$ cat src/rtl/reg_wb_arbiter_pkg.sv
// Shared types and sizes for the writeback arbiter slice (package npc_pkg).
package npc_pkg;

  localparam int XLEN      = 32;
  localparam int NREG      = 32;
  localparam int REG_IDX_W = $clog2(NREG);

  typedef logic [REG_IDX_W-1:0] reg_idx_t;

  localparam reg_idx_t REG_X0 = '0;

  typedef struct packed {
    logic            valid;
    reg_idx_t        rd;
    logic [XLEN-1:0] data;
  } wb_req_t;

  typedef enum logic {
    WB_EXU = 1'b0,
    WB_LSU = 1'b1
  } wb_src_e;

endpackage

$ cat src/rtl/reg_wb_arbiter_if.sv
// Issue, writeback-request and register-file write bus of reg_wb_arbiter.
// WB_FWD_EN adds the forwarding outputs fwd_rs1_hit/fwd_rs2_hit/fwd_data.
interface reg_wb_arbiter_if;
  import npc_pkg::*;

  logic            iss_valid;
  reg_idx_t        iss_rs1;
  reg_idx_t        iss_rs2;
  reg_idx_t        iss_rd;
  logic            iss_wen;
  logic            iss_ready;
  logic            exu_valid;
  reg_idx_t        exu_rd;
  logic [XLEN-1:0] exu_data;
  logic            exu_ready;
  logic            lsu_valid;
  reg_idx_t        lsu_rd;
  logic [XLEN-1:0] lsu_data;
  logic            lsu_ready;
  logic            rf_wen;
  reg_idx_t        rf_rd;
  logic [XLEN-1:0] rf_wdata;
  logic            wb_err;
`ifdef WB_FWD_EN
  logic            fwd_rs1_hit;
  logic            fwd_rs2_hit;
  logic [XLEN-1:0] fwd_data;
`endif

  modport master (
    output iss_valid, iss_rs1, iss_rs2, iss_rd, iss_wen,
    output exu_valid, exu_rd, exu_data, lsu_valid, lsu_rd, lsu_data,
`ifdef WB_FWD_EN
    input  fwd_rs1_hit, fwd_rs2_hit, fwd_data,
`endif
    input  iss_ready, exu_ready, lsu_ready, rf_wen, rf_rd, rf_wdata, wb_err
  );

  modport slave (
    input  iss_valid, iss_rs1, iss_rs2, iss_rd, iss_wen,
    input  exu_valid, exu_rd, exu_data, lsu_valid, lsu_rd, lsu_data,
`ifdef WB_FWD_EN
    output fwd_rs1_hit, fwd_rs2_hit, fwd_data,
`endif
    output iss_ready, exu_ready, lsu_ready, rf_wen, rf_rd, rf_wdata, wb_err
  );

endinterface

$ cat src/rtl/reg_wb_arbiter_scoreboard.sv
// Pending-destination scoreboard: set on issue, clear on RF write, RAW/WAW issue gate.
// With WB_FWD_EN a hazard on the index being written this cycle is forwarded instead of stalled.
module wb_scoreboard
  import npc_pkg::*;
#(
  parameter int NUM_REG = NREG
) (
  input  logic     clk,
  input  logic     rst,
  input  logic     iss_valid,
  input  reg_idx_t iss_rs1,
  input  reg_idx_t iss_rs2,
  input  reg_idx_t iss_rd,
  input  logic     iss_wen,
  input  logic     rf_wen,
  input  reg_idx_t rf_rd,
  input  reg_idx_t look_rd,
  output logic     look_pending,
`ifdef WB_FWD_EN
  output logic     fwd_rs1_hit,
  output logic     fwd_rs2_hit,
`endif
  output logic     iss_ready
);

  logic [NUM_REG-1:0] pending_r;
  logic [NUM_REG-1:0] pending_nxt_s;
  logic [NUM_REG-1:0] set_s;
  logic [NUM_REG-1:0] clr_s;
  logic hit_rs1_s, hit_rs2_s, hit_rd_s;
  logic haz_rs1_s, haz_rs2_s, haz_rd_s;

  function automatic logic busy(input logic [NUM_REG-1:0] vec, input reg_idx_t idx);
    return (idx != REG_X0) && vec[idx];
  endfunction

  // Hazard check, forwarding match and next pending vector (set beats clear).
  always_comb begin
    hit_rs1_s = 1'b0;
    hit_rs2_s = 1'b0;
    hit_rd_s  = 1'b0;
`ifdef WB_FWD_EN
    hit_rs1_s = rf_wen && (rf_rd == iss_rs1) && (iss_rs1 != REG_X0);
    hit_rs2_s = rf_wen && (rf_rd == iss_rs2) && (iss_rs2 != REG_X0);
    hit_rd_s  = rf_wen && (rf_rd == iss_rd)  && (iss_rd  != REG_X0);
`endif
    haz_rs1_s = busy(pending_r, iss_rs1) && !hit_rs1_s;
    haz_rs2_s = busy(pending_r, iss_rs2) && !hit_rs2_s;
    haz_rd_s  = iss_wen && busy(pending_r, iss_rd) && !hit_rd_s;
    iss_ready = !(haz_rs1_s || haz_rs2_s || haz_rd_s);

    set_s = '0;
    clr_s = '0;
    if (iss_valid && iss_ready && iss_wen && (iss_rd != REG_X0)) begin
      set_s[iss_rd] = 1'b1;
    end else begin
      set_s = '0;
    end
    if (rf_wen) begin
      clr_s[rf_rd] = 1'b1;
    end else begin
      clr_s = '0;
    end
    pending_nxt_s = (pending_r & ~clr_s) | set_s;
    look_pending  = pending_r[look_rd];
  end

`ifdef WB_FWD_EN
  assign fwd_rs1_hit = hit_rs1_s;
  assign fwd_rs2_hit = hit_rs2_s;
`endif

  // Pending-destination register.
  always_ff @(posedge clk) begin
    if (rst) begin
      pending_r <= '0;
    end else begin
      pending_r <= pending_nxt_s;
    end
  end

endmodule

$ cat src/rtl/reg_wb_arbiter.sv
// Round-robin EXU/LSU writeback arbiter onto one registered register-file write port.
// Optional macro WB_FWD_EN: same-cycle forwarding of the write port to issue.
module reg_wb_arbiter #(
  parameter int XLEN = npc_pkg::XLEN,
  parameter int NREG = npc_pkg::NREG
) (
  input logic             clk,
  input logic             rst,
  reg_wb_arbiter_if.slave bus
);

  npc_pkg::wb_src_e  rr_ptr_r;
  npc_pkg::wb_req_t  exu_req_s;
  npc_pkg::wb_req_t  lsu_req_s;
  npc_pkg::wb_req_t  gnt_req_s;
  logic              gnt_exu_s;
  logic              gnt_lsu_s;
  logic              gnt_pending_s;
  logic              rf_wen_r;
  npc_pkg::reg_idx_t rf_rd_r;
  logic [XLEN-1:0]   rf_wdata_r;
  logic              wb_err_r;

  assign exu_req_s = '{valid: bus.exu_valid, rd: bus.exu_rd, data: bus.exu_data};
  assign lsu_req_s = '{valid: bus.lsu_valid, rd: bus.lsu_rd, data: bus.lsu_data};

  // Grant selection: a lone requester always wins, a tie goes to rr_ptr.
  always_comb begin
    gnt_exu_s = 1'b0;
    gnt_lsu_s = 1'b0;
    gnt_req_s = '0;
    if (exu_req_s.valid && (!lsu_req_s.valid || (rr_ptr_r == npc_pkg::WB_EXU))) begin
      gnt_exu_s = 1'b1;
      gnt_req_s = exu_req_s;
    end else if (lsu_req_s.valid) begin
      gnt_lsu_s = 1'b1;
      gnt_req_s = lsu_req_s;
    end else begin
      gnt_req_s = '0;
    end
  end

  // Round-robin pointer flips to the other source after every grant.
  always_ff @(posedge clk) begin
    if (rst) begin
      rr_ptr_r <= npc_pkg::WB_EXU;
    end else if (gnt_exu_s) begin
      rr_ptr_r <= npc_pkg::WB_LSU;
    end else if (gnt_lsu_s) begin
      rr_ptr_r <= npc_pkg::WB_EXU;
    end
  end

  // Write port and sticky error; x0 writes are consumed without a write enable.
  always_ff @(posedge clk) begin
    if (rst) begin
      rf_wen_r   <= 1'b0;
      rf_rd_r    <= npc_pkg::REG_X0;
      rf_wdata_r <= '0;
      wb_err_r   <= 1'b0;
    end else begin
      rf_wen_r <= gnt_req_s.valid && (gnt_req_s.rd != npc_pkg::REG_X0);
      if (gnt_req_s.valid) begin
        rf_rd_r    <= gnt_req_s.rd;
        rf_wdata_r <= gnt_req_s.data;
      end
      if (gnt_req_s.valid && (gnt_req_s.rd != npc_pkg::REG_X0) && !gnt_pending_s) begin
        wb_err_r <= 1'b1;
      end
    end
  end

  wb_scoreboard #(
    .NUM_REG (NREG)
  ) u_scoreboard (
    .clk          (clk),
    .rst          (rst),
    .iss_valid    (bus.iss_valid),
    .iss_rs1      (bus.iss_rs1),
    .iss_rs2      (bus.iss_rs2),
    .iss_rd       (bus.iss_rd),
    .iss_wen      (bus.iss_wen),
    .rf_wen       (rf_wen_r),
    .rf_rd        (rf_rd_r),
    .look_rd      (gnt_req_s.rd),
    .look_pending (gnt_pending_s),
`ifdef WB_FWD_EN
    .fwd_rs1_hit  (bus.fwd_rs1_hit),
    .fwd_rs2_hit  (bus.fwd_rs2_hit),
`endif
    .iss_ready    (bus.iss_ready)
  );

  assign bus.exu_ready = gnt_exu_s;
  assign bus.lsu_ready = gnt_lsu_s;
  assign bus.rf_wen    = rf_wen_r;
  assign bus.rf_rd     = rf_rd_r;
  assign bus.rf_wdata  = rf_wdata_r;
  assign bus.wb_err    = wb_err_r;
`ifdef WB_FWD_EN
  assign bus.fwd_data  = rf_wdata_r;
`endif

endmodule

$ cat src/flat_wrapper.sv
// flat-port wrapper written by rule: the top's interface ports become plain ports
module reg_wb_arbiter_flat 
#(
  parameter int XLEN = npc_pkg::XLEN,
  parameter int NREG = npc_pkg::NREG
)
  (clk, rst, bus_iss_valid, bus_iss_rs1, bus_iss_rs2, bus_iss_rd, bus_iss_wen, bus_exu_valid, bus_exu_rd, bus_exu_data, bus_lsu_valid, bus_lsu_rd, bus_lsu_data, bus_iss_ready, bus_exu_ready, bus_lsu_ready, bus_rf_wen, bus_rf_rd, bus_rf_wdata, bus_wb_err);
  reg_wb_arbiter_if bus_i ();
  input logic clk;
  input logic rst;
  input wire logic [$bits(bus_i.iss_valid)-1:0] bus_iss_valid;
  input wire logic [$bits(bus_i.iss_rs1)-1:0] bus_iss_rs1;
  input wire logic [$bits(bus_i.iss_rs2)-1:0] bus_iss_rs2;
  input wire logic [$bits(bus_i.iss_rd)-1:0] bus_iss_rd;
  input wire logic [$bits(bus_i.iss_wen)-1:0] bus_iss_wen;
  input wire logic [$bits(bus_i.exu_valid)-1:0] bus_exu_valid;
  input wire logic [$bits(bus_i.exu_rd)-1:0] bus_exu_rd;
  input wire logic [$bits(bus_i.exu_data)-1:0] bus_exu_data;
  input wire logic [$bits(bus_i.lsu_valid)-1:0] bus_lsu_valid;
  input wire logic [$bits(bus_i.lsu_rd)-1:0] bus_lsu_rd;
  input wire logic [$bits(bus_i.lsu_data)-1:0] bus_lsu_data;
  output wire logic [$bits(bus_i.iss_ready)-1:0] bus_iss_ready;
  output wire logic [$bits(bus_i.exu_ready)-1:0] bus_exu_ready;
  output wire logic [$bits(bus_i.lsu_ready)-1:0] bus_lsu_ready;
  output wire logic [$bits(bus_i.rf_wen)-1:0] bus_rf_wen;
  output wire logic [$bits(bus_i.rf_rd)-1:0] bus_rf_rd;
  output wire logic [$bits(bus_i.rf_wdata)-1:0] bus_rf_wdata;
  output wire logic [$bits(bus_i.wb_err)-1:0] bus_wb_err;
  assign bus_i.iss_valid = bus_iss_valid;
  assign bus_i.iss_rs1 = bus_iss_rs1;
  assign bus_i.iss_rs2 = bus_iss_rs2;
  assign bus_i.iss_rd = bus_iss_rd;
  assign bus_i.iss_wen = bus_iss_wen;
  assign bus_i.exu_valid = bus_exu_valid;
  assign bus_i.exu_rd = bus_exu_rd;
  assign bus_i.exu_data = bus_exu_data;
  assign bus_i.lsu_valid = bus_lsu_valid;
  assign bus_i.lsu_rd = bus_lsu_rd;
  assign bus_i.lsu_data = bus_lsu_data;
  assign bus_iss_ready = bus_i.iss_ready;
  assign bus_exu_ready = bus_i.exu_ready;
  assign bus_lsu_ready = bus_i.lsu_ready;
  assign bus_rf_wen = bus_i.rf_wen;
  assign bus_rf_rd = bus_i.rf_rd;
  assign bus_rf_wdata = bus_i.rf_wdata;
  assign bus_wb_err = bus_i.wb_err;
  reg_wb_arbiter #(.XLEN(XLEN), .NREG(NREG)) u_core (.clk(clk), .rst(rst), .bus(bus_i));
endmodule
$ cat config.mk
export PLATFORM = sky130hd
export DESIGN_NAME = reg_wb_arbiter_flat
export DESIGN_NICKNAME = d
export VERILOG_FILES = /design/src/rtl/reg_wb_arbiter_pkg.sv /design/src/rtl/reg_wb_arbiter_if.sv /design/src/rtl/reg_wb_arbiter_scoreboard.sv /design/src/rtl/reg_wb_arbiter.sv /design/src/flat_wrapper.sv
export SDC_FILE = /design/constraint.sdc
export NUM_CORES = 1
export LEC_CHECK = 0
export BUFFER_PORTS_ARGS = -buffer_cell sky130_fd_sc_hd__clkbuf_2
export CELL_PAD_IN_SITES_DETAIL_PLACEMENT = 1
export CELL_PAD_IN_SITES_GLOBAL_PLACEMENT = 2
export CORE_MARGIN = 4
export CORE_UTILIZATION = 27
export CTS_CLUSTER_DIAMETER = 120
export DETAILED_ROUTE_END_ITERATION = 16
export GPL_ROUTABILITY_DRIVEN = 1
export PLACE_DENSITY = 0.82
export SKIP_CTS_REPAIR_TIMING = 1
export SLEW_MARGIN = 30
export SYNTH_ARGS = -nofsm -noshare
export SYNTH_HDL_FRONTEND = slang
export SYNTH_SLANG_ARGS = --single-unit
$ cat constraint.sdc
create_clock -name clk -period 3.68 [get_ports clk]
set_clock_uncertainty 0.05 [all_clocks]
set_input_delay 0.368 -clock clk [delete_from_list [all_inputs] [get_ports clk]]
set_output_delay 0.368 -clock clk [all_outputs]
set_load 0.005 [all_outputs]
==> run_results.csv, run 1 <==
group,metric,value,unit
floorplanning,die-area,18900,um^2
synthesis,syn_area_per_cell,8.64,um^2
routing,first_pass_iters,4,
synthesis,yosys_warnings,0,
worst_hold_path,hold_path.class,"input port to flip-flop",
routing,drc,0,
worst_setup_path,slowest_stage,"mux4_2",
routing,ant_nets,0,
worst_hold_path,hp-start,"bus_exu_data[9]",
global_route,grt_max_degree,65,
global_route,first_global_vias,4710,
timing,min_period,2.86,ns
worst_setup_path,cp_max_fo,32,
clock_network,cts.path.max_buffers,2,
power,p_leak,2.26,nW
synthesis,synth_area_leaders,"dfxtp_1, mux2i_1, a211oi_1, nand3_1, o31ai_1",
worst_setup_path,reg2regPathDepth,7,
synthesis,syn_inst,525,
floorplanning,die_y,138,um
timing,relSlewSlack,0.494,
timing,finalSetupViolations,0,
final_layout,final_core_util,0.341,
synthesis,seq_area_frac_synth,0.318,
floorplanning,die-width,138,um
timing,setup_ws,0.823,ns
final_layout,drive_gt1_frac,0.279,
timing,worst_pin_slew,0.756,ns
floorplanning,start_util,0.274,
routing,drtIter0Drc,258,
worst_hold_path,worstHoldEndpoint,"u_core.bus.rf_wdata[9]$_SDFFE_PP0P_",
synthesis,synth_most_common_cell,"dfxtp_1",
final_layout,antenna_cells,0,
clock_network,clock_latency,0.34,ns
synthesis,synth_common_cells,"dfxtp_1, mux2i_1, nand3_1",
floorplanning,ios,137,
worst_setup_path,crit_family,"buffers and inverters",
clock_network,root_buffer,"clkbuf_16",
global_route,grt-ovfl-total,0,
flow_run,drv_cap,0,
final_layout,nNetsFinal,725,
routing,vias_per_cell,5.58,
global_route,antenna_found_initial,0,
synthesis,synth_ff_type,"dfxtp_1",
worst_setup_path,cp_slowest_stage_delay,0.57,ns
synthesis,synth_edf_count,0,
power,pwr_density_cell,388,nW/um^2
status,status,"complete, no violations",
timing,hold_viol_final,0,
worst_setup_path,cp.required,3.26,ns
placed_design,pre_cts_ws,0.822,ns
worst_hold_path,hold_depth,3,
placed_design,globalplace.congestion,0.832,
final_layout,area_growth,24.3,%
final_layout,fillers,1951,
synthesis,async_flop_share,0,
placed_design,io_buffers,136,
synthesis,syn_area,4540,um^2
worst_setup_path,end_kind,"output pin",
worst_setup_path,ff2ff_setup_slack,1.28,ns
worst_setup_path,timing.rr.start,"u_core.rr_ptr_r$_SDFFE_PP0P_",
timing,rsz0062_at_grt,"no",
power,finalPower,2.19,mW
routing,wire_per_inst,20.7,um
worst_setup_path,path_class,"input port to output pin",
placed_design,dp_hpwl,12900,um
routing,via_count,4770,
timing,final.setup.tns,0,ns
worst_setup_path,crit_path_start_kind,"input port",
synthesis,netlist.area_leader.share,0.318,
floorplanning,rows,47,
power,irDropWorstVdd,0.216,mV
clock_network,clk_pin_slew,0.06,ns
global_route,grt_usage,0.186,
worst_setup_path,cp_data_arrival_time,2.44,ns
worst_setup_path,r2r-end,"u_core.bus.wb_err$_SDFFE_PP0P_",
clock_network,cts_buffers,9,
timing,final_max_slew_viol_count,0,
clock_network,ctsHtreeMaxLevel,3,
floorplanning,core_area,16500,um^2
synthesis,synth_top_area_cell,"dfxtp_1",
timing,fmax,0.350,GHz
clock_network,cts.sinks,72,
synthesis,synthesis.nets,620,
worst_setup_path,crit_path_cell_trace,"clkbuf_2, mux4_2, a21oi_1, nor3_1, nor2_1, o221ai_2, buf_4, a21oi_1, clkbuf_2",
synthesis,ys_types,52,
clock_network,tritoncts,"done",
global_route,grt_pass1_wl,27100,um
worst_setup_path,critPathBufInv,3,
synthesis,ys_seq_elements,72,
routing,wirelength,17700,um
timing,timing.final.crit_share,0.776,
final cells by class:
| cell class | count | area, um^2 | share of cell area |
|---|---|---|---|
| Clock inverter | 3 | 65.1 | 0.0115 |
| Sequential cell | 72 | 1440 | 0.256 |
| Tap cell | 220 | 275 | 0.0488 |
| Inverter | 5 | 18.8 | 0.00333 |
| Clock buffer | 13 | 250 | 0.0444 |
| Multi-Input combinational cell | 400 | 2860 | 0.507 |
| Timing Repair Buffer | 142 | 726 | 0.129 |
metal layers:
layer | track usage | routed length (um) | vias to the layer above
met1 | 0.241 | 7550 | 2352
li1 | - | - | 2238
met3 | 0.0380 | 956 | 32
met2 | 0.303 | 8680 | 148
met4 | 0.0710 | 508 | 0
met5 | 0 | 0 | -
sequential cells by signal, summed over array words and instances (netlist names):
signal	count
u_core.bus.wb_err	1
u_core.u_scoreboard.pending_r	32
u_core.bus.rf_wen	1
u_core.bus.rf_wdata	32
u_core.rr_ptr_r	1
u_core.bus.rf_rd	5
worst max path at each step:
stage | startpoint | to | slack (ns) | cells after the start
after global routing | bus_iss_rd[1] | bus_iss_ready | 0.64 | 9
final | bus_iss_rd[1] | bus_iss_ready | 0.82 | 9
after CTS | bus_iss_rd[1] | bus_iss_ready | 0.82 | 9
after floorplan | bus_iss_rs1[2] | bus_iss_ready | 1.33 | 8
after detailed placement | bus_iss_rd[1] | bus_iss_ready | 0.82 | 9
after global placement | bus_iss_rd[1] | bus_iss_ready | 0.88 | 9
kinds of logic after synthesis:
logic type	after synthesis	synth area share
AOI/OAI and AO/OA	145	0.242
buffers and inverters	53	0.0543
DFF	72	0.318
muxes	72	0.182
and+or+nand+nor	183	0.204
worst register-to-register path, delay by kind of cell (launching register included):
| kind | cells | cell delay [ns] |
|---|---|---|
| simple gates | 1 | 0.27 |
| flops | 1 | 0.35 |
| compound gates | 6 | 1.61 |
placed cells by master (no fill, tap or decap), types with 4 or more instances in the layout:
cell type and instances:
clkbuf_2 136, a211oi_1 43, nand3b_1 5, o211ai_1 16, nor2b_1 19, mux2_2 4
inv_1 4, nand3_1 55, nand2b_1 4, dfxtp_1 72, nor2_1 44, buf_4 6
o31ai_1 32, a21oi_1 17, nor3b_1 4, a2111oi_0 10, mux4_2 8, mux2i_1 60
nor3_1 8, clkbuf_16 9, nand2_1 27
report_power, final:
part,switching [mW],total (mW),internal [mW],leakage [nW]
combinational,0.227,0.384,0.157,1.51
sequential,0.0366,0.856,0.819,0.591
clock,0.338,0.950,0.612,0.154
per-stage QoR:
step,hold slack (ns),cells,cell area (um^2)
after floorplan,0.409,525,4540
after global placement,0.416,839,5320
after detailed placement,0.452,839,5320
after CTS,0.237,855,5630
after global routing,0.238,855,5640
final,0.246,855,5640
(Power assumes the default switching activity.)
==> run 2, diff against run 1 <==
Clock period 3.68 ns to 2.9 ns, I/O delays scaled along.
==> run 2 against run 1 <==
- clock-buffer cell count shrank 3
- combinational power grew 29%
- power grew 27%
- critical path type is now flip-flop to output pin
- largest cell class unchanged
==> run_results.csv, run 2 (synthesis gave the netlist of run 1 again) <==
group,metric,value,unit
global_route,grt_usage,0.186,
final_layout,fillers,1962,
timing,hold_viol_final,0,
global_route,grt-ovfl-total,0,
final_layout,nNetsFinal,729,
floorplanning,core_area,16500,um^2
clock_network,root_buffer,"clkbuf_16",
final_layout,multiInputGateArea,2850,um^2
worst_setup_path,cp_slowest_stage_delay,0.38,ns
floorplanning,die_y,138,um
timing,fmax,0.402,GHz
timing,timing.final.crit_share,0.858,
global_route,grt_pass1_wl,27300,um
worst_setup_path,cp.required,2.56,ns
placed_design,dpl_cell_area,5350,um^2
clock_network,ctsHtreeMaxLevel,3,
timing,rsz0062_at_grt,"no",
routing,via_count,4740,
worst_setup_path,path_class,"flip-flop to output pin",
placed_design,globalplace.congestion,0.881,
power,pwr-share-comb,0.179,
clock_network,tritoncts,"done",
power,p_switching,0.782,mW
worst_setup_path,cp_data_arrival_time,2.15,ns
worst_setup_path,crit_path_start_kind,"flip-flop",
timing,final_max_slew_viol_count,0,
routing,vias_per_cell,5.52,
placed_design,dp_hpwl,13100,um
global_route,first_global_vias,4851,
routing,first_pass_iters,4,
final_layout,seqCellArea,1440,um^2
final_layout,area_growth,24.7,%
routing,drc,0,
power,irDropWorstVdd,0.259,mV
floorplanning,die-area,18900,um^2
timing,min_period,2.49,ns
floorplanning,ios,137,
final_layout,design_area,5660,um^2
flow_run,drv_cap,0,
power,p_clk_frac,0.431,
clock_network,clk_pin_slew,0.06,ns
worst_setup_path,slowest_stage,"dfxtp_1",
floorplanning,start_util,0.274,
clock_network,cts.sinks,72,
final_layout,mostFrequentLayoutCells,"clkbuf_2, dfxtp_1, mux2i_1, nand3_1, nor2_1",
routing,met2_length,9020,um
floorplanning,die-width,138,um
power,internal_power,1.99,mW
routing,ant_nets,0,
clock_network,cts_buffers,9,
worst_setup_path,cp_max_fo,5,
floorplanning,rows,47,
routing,drt-met1-wl,7330,um
worst_hold_path,hold_path.class,"input port to flip-flop",
final_layout,drive_gt1_frac,0.282,
status,status,"complete, no violations",
timing,finalSetupViolations,0,
worst_setup_path,crit_path_cell_trace,"nor2b_1, a2111oi_0, a221oi_1, nand4_1, o311a_1, nand3_1, a21oi_1, clkbuf_2",
global_route,grt_max_degree,65,
final_layout,final_common_cell,"clkbuf_2",
power,p_seq_frac,0.391,
global_route,antenna_found_initial,0,
final_layout,antenna_cells,0,
final_layout,final_core_util,0.342,
power,pwr_density_cell,490,nW/um^2
worst_setup_path,end_kind,"output pin",
power,finalPower,2.77,mW
routing,wirelength,17700,um
timing,fin_hold_ws,0.163,ns
power,p_sw_frac,0.282,
timing,worst_pin_slew,0.709,ns
timing,relSlewSlack,0.515,
clock_network,clock_latency,0.34,ns
placed_design,io_buffers,136,
clock_network,cts.path.max_buffers,2,
routing,drtIter0Drc,354,
routing,dr.max_layer_used,"met4",
routing,wl_met3,837,um
routing,wire_per_inst,20.6,um
timing,final.setup.tns,0,ns
power,p_leak,2.26,nW
-- run 2: routing by layer --
layer	GRT usage	vias up
met3	0.0270	33
met5	0	-
met1	0.233	2345
met4	0.0693	0
met2	0.323	121
li1	-	2241
-- run 2: through the flow --
step                cells  worst slack, ns
global route          858            0.177
CTS                   858            0.412
global placement      843            0.485
detailed placement    843            0.411
finish                858            0.411
floorplan             525            0.707
-- run 2: power by group through the flow --
stage	clock [mW]	combinational, mW	sequential, mW
floorplan	0	0.304	1.09
global placement	0	0.481	1.10
detailed placement	0	0.494	1.10
CTS	1.21	0.498	1.08
global route	1.25	0.544	1.09
finish	1.19	0.495	1.08
-- run 2: path summary, 6_finish.rpt --
path / cells past startpoint / endpoint / slack, ns / from
hold reg to reg: 2 / u_core.rr_ptr_r$_SDFFE_PP0P_ / 0.46 / u_core.rr_ptr_r$_SDFFE_PP0P_
setup reg to reg: 7 / u_core.bus.wb_err$_SDFFE_PP0P_ / 0.48 / u_core.rr_ptr_r$_SDFFE_PP0P_
hold / removal: 3 / u_core.bus.rf_wdata[12]$_SDFFE_PP0P_ / 0.16 / bus_exu_data[12]
setup / recovery: 8 / bus_iss_ready / 0.41 / u_core.u_scoreboard.pending_r[24]$_SDFF_PP0_
-- run 2: area by class of cell --
| class | instances | share of cell area |
|---|---|---|
| inverters | 5 | 0.00332 |
| clock inverters | 5 | 0.0146 |
| repair buffers | 146 | 0.134 |
| flip-flops and latches | 72 | 0.255 |
| well taps | 220 | 0.0487 |
| clock buffers | 10 | 0.0405 |
| multi-input cells | 400 | 0.505 |
-- run 2: worst max-delay path: cells and delay by family, from the launching register on --
family,cells,cell delay (ns)
flip-flops,1,0.38
AND/OR/NAND/NOR,3,0.47
buffers and inverters,1,0.13
AO/OA/AOI/OAI,4,0.84
==> run 3, diff against run 2 <==
Settings changed: CORE_UTILIZATION 27 to 30, PLACE_DENSITY 0.82 to 0.88.
==> run 3 against run 2 <==
- via count is 0.23% higher
- core utilization rose by 4.0 points
- sequential share of layout area is 0.27 points higher
- combinational power barely moved
- cell area decreased by 1.0%
- fmax decreased by 6.5%
- global-route usage rose by 2.2 points
- critical path depth stayed put
- worst hold slack better by 0.012 ns
- sequential power hardly changed
- sequential cell count unchanged
- clock-buffer cell count increased by 1
- largest power group unchanged
==> run_results.csv, run 3 (synthesis gave the netlist of run 1 again) <==
group,metric,value,unit
status,status,"complete, no violations",
global_route,grt_pass1_wl,27500,um
final_layout,mostFrequentLayoutCells,"clkbuf_2, dfxtp_1, mux2i_1, nand3_1, nor2_1",
worst_setup_path,slowest_stage,"a2111oi_0",
floorplanning,die-width,131,um
placed_design,pre_cts_ws,0.349,ns
placed_design,globalplace.congestion,0.830,
placed_design,io_buffers,136,
timing,timing.final.crit_share,0.918,
worst_hold_path,hold_path.class,"input port to flip-flop",
timing,hold_viol_final,0,
timing,fmax,0.376,GHz
timing,finalSetupViolations,0,
worst_setup_path,r2r-end,"u_core.bus.wb_err$_SDFFE_PP0P_",
worst_setup_path,cp_data_arrival_time,2.32,ns
global_route,first_global_vias,4935,
flow_run,drv_cap,0,
clock_network,tritoncts,"done",
timing,final_max_slew_viol_count,0,
floorplanning,ios,137,
timing,fin_hold_ws,0.175,ns
routing,wirelength,17400,um
timing,relSlewSlack,0.502,
global_route,grt_max_degree,65,
final_layout,design_area,5600,um^2
floorplanning,rows,44,
clock_network,clk_pin_slew,0.06,ns
worst_setup_path,crit_family,"compound AO/OA/AOI/OAI gates",
placed_design,dpl_cell_area,5310,um^2
power,p_seq_frac,0.405,
floorplanning,start_util,0.310,
worst_setup_path,critPathBufInv,1,
power,internal_power,1.92,mW
clock_network,ctsHtreeMaxLevel,3,
placed_design,dp_hpwl,12900,um
clock_network,root_buffer,"clkbuf_16",
worst_setup_path,crit_path_start_kind,"flip-flop",
power,p_switching,0.752,mW
routing,wire_per_inst,21.1,um
worst_setup_path,timing.rr.start,"u_core.rr_ptr_r$_SDFFE_PP0P_",
floorplanning,die_y,131,um
worst_setup_path,end_kind,"output pin",
final_layout,nNetsFinal,730,
timing,setup_ws,0.239,ns
final_layout,drive_gt1_frac,0.283,
routing,drc,0,
routing,via_count,4751,
timing,final.setup.tns,0,ns
clock_network,cts_buffers,9,
power,pwr-share-comb,0.184,
global_route,grt_usage,0.208,
routing,drtIter0Drc,275,
routing,ant_nets,0,
final_layout,area_growth,23.4,%
global_route,antenna_found_initial,1,
power,irDropWorstVdd,0.314,mV
final_layout,fillers,1784,
worst_setup_path,reg2regPathDepth,7,
routing,first_pass_iters,4,
clock_network,cts.sinks,72,
timing,min_period,2.66,ns
final_layout,final_common_cell,"clkbuf_2",
power,p_sw_frac,0.281,
worst_setup_path,cp_slowest_stage_delay,0.42,ns
worst_hold_path,hold_depth,3,
power,pwr_density_cell,478,nW/um^2
timing,rsz0062_at_grt,"no",
worst_hold_path,hp-start,"bus_exu_data[19]",
floorplanning,die-area,17100,um^2
worst_setup_path,path_class,"flip-flop to output pin",
timing,worst_pin_slew,0.744,ns
power,p_clk_frac,0.411,
clock_network,clock_latency,0.33,ns
worst_setup_path,cp_max_fo,5,
routing,vias_per_cell,5.77,
global_route,grt-ovfl-total,0,
worst_setup_path,crit_path_cell_trace,"nor2b_1, a2111oi_0, a221oi_1, nand4b_1, o311a_1, nand3_1, a21oi_1, clkbuf_2",
worst_hold_path,worstHoldEndpoint,"u_core.bus.rf_wdata[19]$_SDFFE_PP0P_",
worst_setup_path,ff2ff_setup_slack,0.47,ns
floorplanning,core_area,14600,um^2
worst_setup_path,cp.required,2.56,ns
clock_network,cts.path.max_buffers,2,
power,p_leak,2.27,nW
## run 3: cell count changes in the layout (fill, tap and decap cells not counted), sizes merged
| cell | change |
|---|---|
| buf | +1 |
| clkinvlp | -3 |
| clkinv | +3 |
| diode | +1 |
| clkbuf | +1 |
| bufinv | -1 |
## run 3: final cells by class
cell class                      instances  area, um^2  area share
Inverter                                5        18.8     0.00335
Tap cell                              184         230      0.0411
Clock buffer                           11         243      0.0434
Timing Repair Buffer                  147         763       0.136
Antenna cell                            1        2.50    0.000447
Multi-Input combinational cell        400        2850       0.510
Sequential cell                        72        1440       0.257
Clock inverter                          4        45.0     0.00805
## run 3: worst reg2reg max path, cell delays in order, from the launching register on
cell,delay (ns)
dfxtp_1,0.35
a21bo_2,0.17
and2_1,0.29
a22o_1,0.58
a2111oi_0,0.15
a311oi_1,0.32
a21oi_1,0.11
a221o_1,0.31
## run 3: worst max-delay path by stage
stage                     cells after the start  slack [ns]             to                                          from
after global placement                        8        0.41  bus_iss_ready                                 bus_iss_rd[1]
after CTS                                     8        0.16  bus_iss_ready  u_core.u_scoreboard.pending_r[16]$_SDFF_PP0_
final                                         8        0.24  bus_iss_ready  u_core.u_scoreboard.pending_r[16]$_SDFF_PP0_
after global routing                          8        0.07  bus_iss_ready  u_core.u_scoreboard.pending_r[16]$_SDFF_PP0_
after detailed placement                      9        0.35  bus_iss_ready                                bus_iss_rs2[1]
after floorplan                               8        0.71  bus_iss_ready                                bus_iss_rs1[2]
## run 3: stage by stage
step	instances	total power [mW]	utilization
floorplan	525	1.39	-
global placement	808	1.58	0.362
detailed placement	808	1.60	0.362
CTS	823	2.71	0.382
global route	824	2.79	0.382
finish	824	2.67	0.382
## run 3: metal layers
layer  share of wire  wire [um]  GRT usage  vias to the layer above
met5               0          0          0                        -
met4           0.025        439     0.0847                        0
met3           0.055        955     0.0366                       32
met2            0.51       8840      0.350                      107
met1            0.41       7170      0.263                     2360
li1                -          -          -                     2252
## run 3: power by group through the flow
stage / Combinational [mW] / Clock (mW) / Sequential [mW]
2_1_floorplan: 0.304 / 0 / 1.09
3_3_place_gp: 0.481 / 0 / 1.10
3_5_place_dp: 0.493 / 0 / 1.10
4_1_cts: 0.496 / 1.13 / 1.08
5_1_grt: 0.543 / 1.16 / 1.09
6_report: 0.492 / 1.10 / 1.08
